### config.mk
export PLATFORM = sky130hd
export DESIGN_NAME = branch_target_predictor
export DESIGN_NICKNAME = d
export VERILOG_FILES = /design/src/rtl/bp_pkg.sv /design/src/rtl/bp_sat_counter.sv /design/src/rtl/branch_target_predictor.sv
export SDC_FILE = /design/constraint.sdc
export NUM_CORES = 2
export LEC_CHECK = 0
export ABC_AREA = 0
export CAP_MARGIN = 20
export CORE_MARGIN = 1
export CORE_UTILIZATION = 45
export DETAILED_ROUTE_END_ITERATION = 6
export GPL_ROUTABILITY_DRIVEN = 0
export PLACE_DENSITY = 0.58
export SLEW_MARGIN = 10
export SYNTH_ARGS = -nofsm -noshare
export SYNTH_HDL_FRONTEND = slang
export SYNTH_SLANG_ARGS = --single-unit
### constraint.sdc
create_clock -name clk -period 182 [get_ports clk]
set_input_delay 36.4 -clock clk [delete_from_list [all_inputs] [get_ports clk]]
set_output_delay 36.4 -clock clk [all_outputs]
set_load 0.01 [all_outputs]
### src/rtl/bp_pkg.sv
// rtl/bp_pkg.sv - shared constants and counter transition for the branch target predictor
package bp_pkg;

  localparam logic [1:0] SN = 2'b00;
  localparam logic [1:0] WN = 2'b01;
  localparam logic [1:0] WT = 2'b10;
  localparam logic [1:0] ST = 2'b11;

  localparam int INSTR_BYTES = 4;

  // Jumps pin the counter to strongly taken; branches step with saturation.
  function automatic logic [1:0] ctr_next(input logic [1:0] ctr, input logic taken,
                                          input logic is_jump);
    if (is_jump) return ST;
    if (taken) return (ctr == ST) ? ST : ctr + 2'd1;
    return (ctr == SN) ? SN : ctr - 2'd1;
  endfunction

endpackage

### src/rtl/bp_sat_counter.sv
// rtl/bp_sat_counter.sv - saturating statistics counter
module bp_sat_counter #(
  parameter int STAT_W = 32
) (
  input  logic              clk,
  input  logic              arst,
  input  logic              inc,
  output logic [STAT_W-1:0] count
);

  always_ff @(posedge clk or posedge arst) begin
    if (arst) begin
      count <= '0;
    end else if (inc && (count != {STAT_W{1'b1}})) begin
      count <= count + 1'b1;
    end
  end

endmodule

### src/rtl/branch_target_predictor.sv
// rtl/branch_target_predictor.sv - direct-mapped BTB with 2-bit direction counters
module branch_target_predictor
  import bp_pkg::*;
#(
  parameter int DATA_W  = 64,
  parameter int ENTRIES = 16,
  parameter int STAT_W  = 32
) (
  input  logic              clk,
  input  logic              arst,
  input  logic              enable,
  input  logic              flush,
  input  logic [DATA_W-1:0] lookup_pc,
  output logic              pred_hit,
  output logic              pred_taken,
  output logic [DATA_W-1:0] pred_next_pc,
  input  logic              update_valid,
  input  logic [DATA_W-1:0] update_pc,
  input  logic              update_is_jump,
  input  logic              update_taken,
  input  logic [DATA_W-1:0] update_target,
  input  logic              update_mispredict,
  output logic [STAT_W-1:0] stat_lookups,
  output logic [STAT_W-1:0] stat_mispredicts
);

  localparam int IDX_W = $clog2(ENTRIES);
  localparam int TAG_W = DATA_W - IDX_W - 2;

  logic              valid_q  [ENTRIES];
  logic [1:0]        ctr_q    [ENTRIES];
  logic [TAG_W-1:0]  tag_q    [ENTRIES];
  logic [DATA_W-1:0] target_q [ENTRIES];

  logic [IDX_W-1:0] lk_idx, up_idx;
  logic [TAG_W-1:0] lk_tag, up_tag;
  logic             up_hit, up_taken;
  logic             unused_pc_lsbs;

  assign lk_idx = lookup_pc[IDX_W+1:2];
  assign lk_tag = lookup_pc[DATA_W-1:IDX_W+2];
  assign up_idx = update_pc[IDX_W+1:2];
  assign up_tag = update_pc[DATA_W-1:IDX_W+2];
  assign unused_pc_lsbs = ^{lookup_pc[1:0], update_pc[1:0]};

  // Lookup reads registered state only, so a same-cycle update is invisible here.
  assign pred_hit     = valid_q[lk_idx] && (tag_q[lk_idx] == lk_tag);
  assign pred_taken   = pred_hit && ctr_q[lk_idx][1];
  assign pred_next_pc = pred_taken ? target_q[lk_idx] : lookup_pc + DATA_W'(INSTR_BYTES);

  assign up_hit   = valid_q[up_idx] && (tag_q[up_idx] == up_tag);
  // A not-taken jump is illegal; treating it as taken keeps the table consistent.
  assign up_taken = update_taken || update_is_jump;

  always_ff @(posedge clk or posedge arst) begin
    if (arst) begin
      for (int i = 0; i < ENTRIES; i++) begin
        valid_q[i]  <= 1'b0;
        ctr_q[i]    <= SN;
        tag_q[i]    <= '0;
        target_q[i] <= '0;
      end
    end else if (enable) begin
      if (flush) begin
        for (int i = 0; i < ENTRIES; i++) begin
          valid_q[i] <= 1'b0;
        end
      end else if (update_valid) begin
        if (up_hit) begin
          ctr_q[up_idx] <= ctr_next(ctr_q[up_idx], up_taken, update_is_jump);
          if (up_taken) begin
            target_q[up_idx] <= update_target;
          end
        end else if (up_taken) begin
          valid_q[up_idx]  <= 1'b1;
          tag_q[up_idx]    <= up_tag;
          target_q[up_idx] <= update_target;
          ctr_q[up_idx]    <= update_is_jump ? ST : WT;
        end
      end
    end
  end

  bp_sat_counter #(.STAT_W(STAT_W)) u_stat_lookups (
    .clk   (clk),
    .arst  (arst),
    .inc   (enable),
    .count (stat_lookups)
  );

  bp_sat_counter #(.STAT_W(STAT_W)) u_stat_mispredicts (
    .clk   (clk),
    .arst  (arst),
    .inc   (enable && update_valid && update_mispredict),
    .count (stat_mispredicts)
  );

endmodule

* Yosys cells after proc, flatten, opt, wreduce, memory -nomap -nowiden *
Cells that the tools add are included.

storage, ports and cells
  register bits = 2064
  latch bits = 0
  memories = 0
  bits in writable memories = 0
  output and inout bits = 130
  bits in read-only memories = 0

cells by class
  div/mod/pow operators = 0
  multipliers = 0
  reduce and logical (&&, ||, !) cells = 17
  add/subtract/negate cells = 5
  muxes and demuxes = 62
  magnitude comparators = 3
  bitwise logic cells = 5
  equal/unequal tests = 6
  shift-type cells = 0

operators with widths
  operator                                        number
  bitwise mux 1024 bit                            1
  bitwise mux 928 bit                             1
  binary-select mux 58 bit (select 4 bit)         2
  two-way mux 58 bit                              5
  binary-select mux 64 bit (select 4 bit)         1
  demux 64 bit (select 4 bit)                     1
  two-way mux 64 bit                              4
  demux 58 bit (select 4 bit)                     1
  equality test 58 bit                            2
  adder 32 x 1 -> 32 bit (second input constant)  2
  adder 64 x 3 -> 64 bit (second input constant)  1
  bitwise mux 32 bit                              2
  two-way mux 16 bit                              4
  two-way mux 32 bit                              2
  inequality test 32 bit (second input constant)  2
  two-way mux 2 bit                               15
  two-way mux 1 bit                               17
  binary-select mux 2 bit (select 4 bit)          2
  OR 16 bit                                       1
  AND reduction 4 bit                             3
  >= comparator 5 bit (second input constant)     2
  inverter 4 -> 5 bit                             2
  binary-select mux 1 bit (select 4 bit)          2
  demux 2 bit (select 4 bit)                      1
  other kinds (12)                                22

* Depth between registers and ports, before layout *
  depth after elaboration = 23
  mapped depth = 19

* Cells and area by module *
A second synthesis with hierarchy kept.

second synthesis, totals
  cell total of the unflattened synthesis = 6915
  area, all modules = 105461.1 um^2

modules (own cells, without submodules)
  module                   instances  area an instance (um^2)  cells an instance
  branch_target_predictor  1          102338.2                 6637
  bp_sat_counter           2          1561.5                   139

* Least setup slack after synthesis *
OpenSTA, ideal clock, no wires.

  kind = input to output
  from = in lookup_pc[2]
  to = out pred_next_pc[19]
  buffers on the path = 7
  arrival time = 40267 ps
  stages = 16
  setup slack = 105333 ps
  required time = 145600 ps
  path through = clkbuf_1 > buf_2 > buf_1 > buf_2 > mux4_2 > a211oi_1 > a21oi_1 > xnor2_1 > nand4_1 > nor4_1 > and4_1 > clkbuf_1 > and2_1 > clkbuf_1 > buf_2 > mux2_2

on the way
  longest elaborated chain between the ends = 8
  elaborated cells on any way between the ends = 18

ends and longest elaborated chain
  element                                                 line                                                                                         RTL
  start: declaration                                      branch_target_predictor.sv:13                                                                input logic [DATA_W-1:0] lookup_pc,
  inverter 4 -> 5 bit (not written as such)               branch_target_predictor.sv:47, branch_target_predictor.sv:48, branch_target_predictor.sv:49
  binary-select mux 58 bit (select 4 bit)                 branch_target_predictor.sv:47                                                                assign pred_hit = valid_q[lk_idx] && (tag_q[lk_idx] == lk_tag);
  two-way mux 58 bit (not written as such) (2 in series)  branch_target_predictor.sv:47
  equality test 58 bit                                    branch_target_predictor.sv:47
  logical AND 1 bit                                       branch_target_predictor.sv:47
  logical AND 1 bit                                       branch_target_predictor.sv:48                                                                assign pred_taken = pred_hit && ctr_q[lk_idx][1];
  two-way mux 64 bit *                                    branch_target_predictor.sv:49                                                                assign pred_next_pc = pred_taken ? target_q[lk_idx] : lookup_pc + DATA_W'(INSTR_BYTES);
  end: declaration                                        branch_target_predictor.sv:16                                                                output logic [DATA_W-1:0] pred_next_pc,

Every way passes the cells marked *; elsewhere a longest branch is shown, timed or not. The select of a mux whose other input is x is not followed.

* Worst setup path in the final report *
  from = in lookup_pc[2]
  to = out pred_next_pc[48]

The elaborated chain is that of the path after synthesis.

==> qor.csv <==
metric;value;unit
initial_core_util;45.3;%
ys_warn_count;0;
cp_data_required_time;145600;ps
cts_buffers;226;
power.total;1.18;mW
finalHoldViolations;0;
yosysUniqueCellTypes;74;
core-area;230000;µm²
yosysTopAreaCellShare;49.6;%
synth_area_leader_cell;dfrtp_1;
power_frac_clock;39.2;%
dieArea;233000;µm²
grt_pass1_vias;65947;
startpoint;lookup_pc[2];
outcome;finished, final reports clean;
setup_viol;0;
async_flop_share;100;%
post-synth-top-count-cell;dfrtp_1;
worst-endpoint-arrival;45290;ps
cts_root_buf;clkbuf_16;
maxSlewHeadroom;21.6;%
portBuffers;327;
synthTopCellsByArea;dfrtp_1 (50%), mux2_2 (22%), mux4_2 (17%), mux2i_1 (2.0%), xnor2_1 (1.4%);
holdCritPathClass;register to register;
chipWidth;483;µm
syn_area_per_cell;15.3;µm²
synth_nets;6987;
fin_area;118000;µm²
ys_seq_area_share;49.6;%
die_y;483;µm
ys_top_cells_by_count;dfrtp_1 (2064), mux2_2 (2034), mux4_2 (790), clkbuf_1 (398), mux2i_1 (203);
reg2reg_to;tag_q[235];
wirelength;331;mm
synth.cell_area;104000;µm²
area_growth;13.1;%
synth_edf_count;0;
num_rows;176;
rr_worst_depth;13;
layout-drive-gt1-share;48.3;%
crit_path_max_fanout;49;
register_area;51600;µm²
cts_setup_buffers;0;
ys.flop_type;dfrtp_1;
routed-via-count;63406;
finalNonFillerCells;10128;
max_clock_freq;12.2;MHz
via_per_inst;6.26;
final.setup.tns;0;ps
io_pins;330;
p_comb_share;14.9;%
grt_usage;28.6;%
grt_max_degree;166;
htree_levels;4;
grt_remaining_overflow;0;
period_share;44.9;%
p_sw_share;26.2;%
cts_resized;0;
critPathKind;input port to output pin;
tightest_slew;1180;ps
post_dp_cell_area;110000;µm²
maxCapViolations;0;
n_fill_cell;19298;
place_inst;9687;
rsz0062_at_grt;no;
p_leak;52.4;nW
maxSlewViolCount;0;
drtPass1Iterations;6;
multi_input_area;49700;µm²
cts_tree;built;
grt_first_pass_wirelength;484;mm
slowest_delay;760;ps
slowest_stage;buf_4;
antenna_found_initial;49;
p_sw;0.309;mW
fin_skew;61.5;ps
synth_cells;6784;
r2r_slack;175630;ps
clk_latency;900;ps
cpMostUsedCell;buf_4;
clockBufferDepth;3;
peakVddDrop;8.22;µV
drc;0;
start_kind;input port;
path_buf_inv;8;
final_antenna_net_count;0;
cts_sinks;2064;
p_seq_share;45.8;%
power.density;10.0;nW/µm²
crit_end;pred_next_pc[48];
cp-end-kind;output pin;
whs;482;ps
cp_num_cells;16;
cts_hold_buf;0;
rr_startpoint;tag_q[341];
dp_hpwl;203;mm
ys_ff_latch;2064;
drt-wirelength-per-cell;32.7;µm
drt_iter0_drc;5186;
path_clk_slew;60;ps
fin_crit;81690;ps
nets;7098;
cp_top_family;buffers and inverters;
cp_cell_sequence;buf_8 -> buf_4 -> buf_4 -> buf_4 -> buf_4 -> mux4_2 -> mux4_2 -> xnor2_1 -> nand4_1 -> nor4_1 -> and4_1 -> buf_4 -> and2_4 -> buf_4 -> o21ai_0 -> clkdlybuf4s50_1;
p_int;0.873;mW
[state kept, by name, summed over array words and instances, names as in the netlist]
register / flops
u_stat_mispredicts.count: 32
u_stat_lookups.count: 32
valid_q: 16
target_q: 1024
tag_q: 928
ctr_q: 32
[kinds of logic after synthesis]
logic type      synth area share, %
mux                            41.3
flops                          49.6
compound gates                 2.07
simple gates                   2.34
xor+xnor                       1.83
buf+inv                        2.83
fa+ha+maj                    0.0457
[cells in the final DEF, fill, tap and decap left out, types with 45 or more instances in the layout]
cell type,netlist,final
dfrtp_1,2064,2064
mux2_2,2034,2034
mux4_2,790,790
clkdlybuf4s50_1,0,319
clkbuf_16,0,227
mux2i_1,203,203
xnor2_1,172,172
buf_4,24,160
nand2_1,108,108
nor2_1,94,77
clkbuf_8,0,67
nand3_1,66,66
clkbuf_1,398,55
inv_1,53,52
a22oi_1,50,50
nand4_1,49,49
a21oi_1,45,45
xor2_1,45,45
clkinv_2,0,45
[cell type report]
cell class                 instances  share of cell area [%]
multi-input combinational       4045                    42.2
clock inverter                    71                   0.626
tap                             3026                    3.22
clock buffer                     347                    5.76
inverter                          56                   0.187
sequential                      2064                    43.9
timing repair buffer             502                    4.07
antenna                           17                  0.0361
[power groups by stage]
stage                     combinational [mW]  sequential, mW  clock (mW)
after detailed placement               0.176           0.549           0
final                                  0.176           0.542       0.464
after CTS                              0.177           0.541       0.474
after floorplan                        0.125           0.543           0
after global placement                 0.173           0.546           0
after global routing                   0.187           0.548       0.493
[through the flow]
stage               util [%]  setup slack [ps]
floorplan                  -             87300
global placement        47.9            100320
detailed placement      47.9            100330
CTS                     51.1            100300
global route            51.2             99980
finish                  51.2            100310
[metal layers]
metal | routed length, µm | GRT usage, % | share of wire, %
met5 | 372 | 0 | 0.11
met2 | 159000 | 46.1 | 48
met3 | 20700 | 5.67 | 6.2
met4 | 12000 | 10.2 | 3.6
met1 | 138000 | 38.6 | 42
[worst reg2reg max path: cells and delay by family (launching register included)]
family / cells / cell delay, ps
and+or+nand+nor: 4 / 1270
AOI/OAI and AO/OA: 3 / 1830
DFF: 1 / 390
buffers and inverters: 3 / 1350
muxes: 3 / 1390
[worst min path at each step]
stage / start / to / slack, ps / depth (start not counted)
after floorplan: valid_q[1] / valid_q[1] / 460 / 1
after global placement: valid_q[1] / valid_q[1] / 470 / 1
after detailed placement: valid_q[5] / valid_q[5] / 480 / 1
after CTS: u_stat_mispredicts.count[10] / u_stat_mispredicts.count[10] / 490 / 1
after global routing: target_q[613] / target_q[613] / 510 / 1
final: u_stat_mispredicts.count[10] / u_stat_mispredicts.count[10] / 480 / 1
No activity file was read; power rests on OpenSTA's default activity.
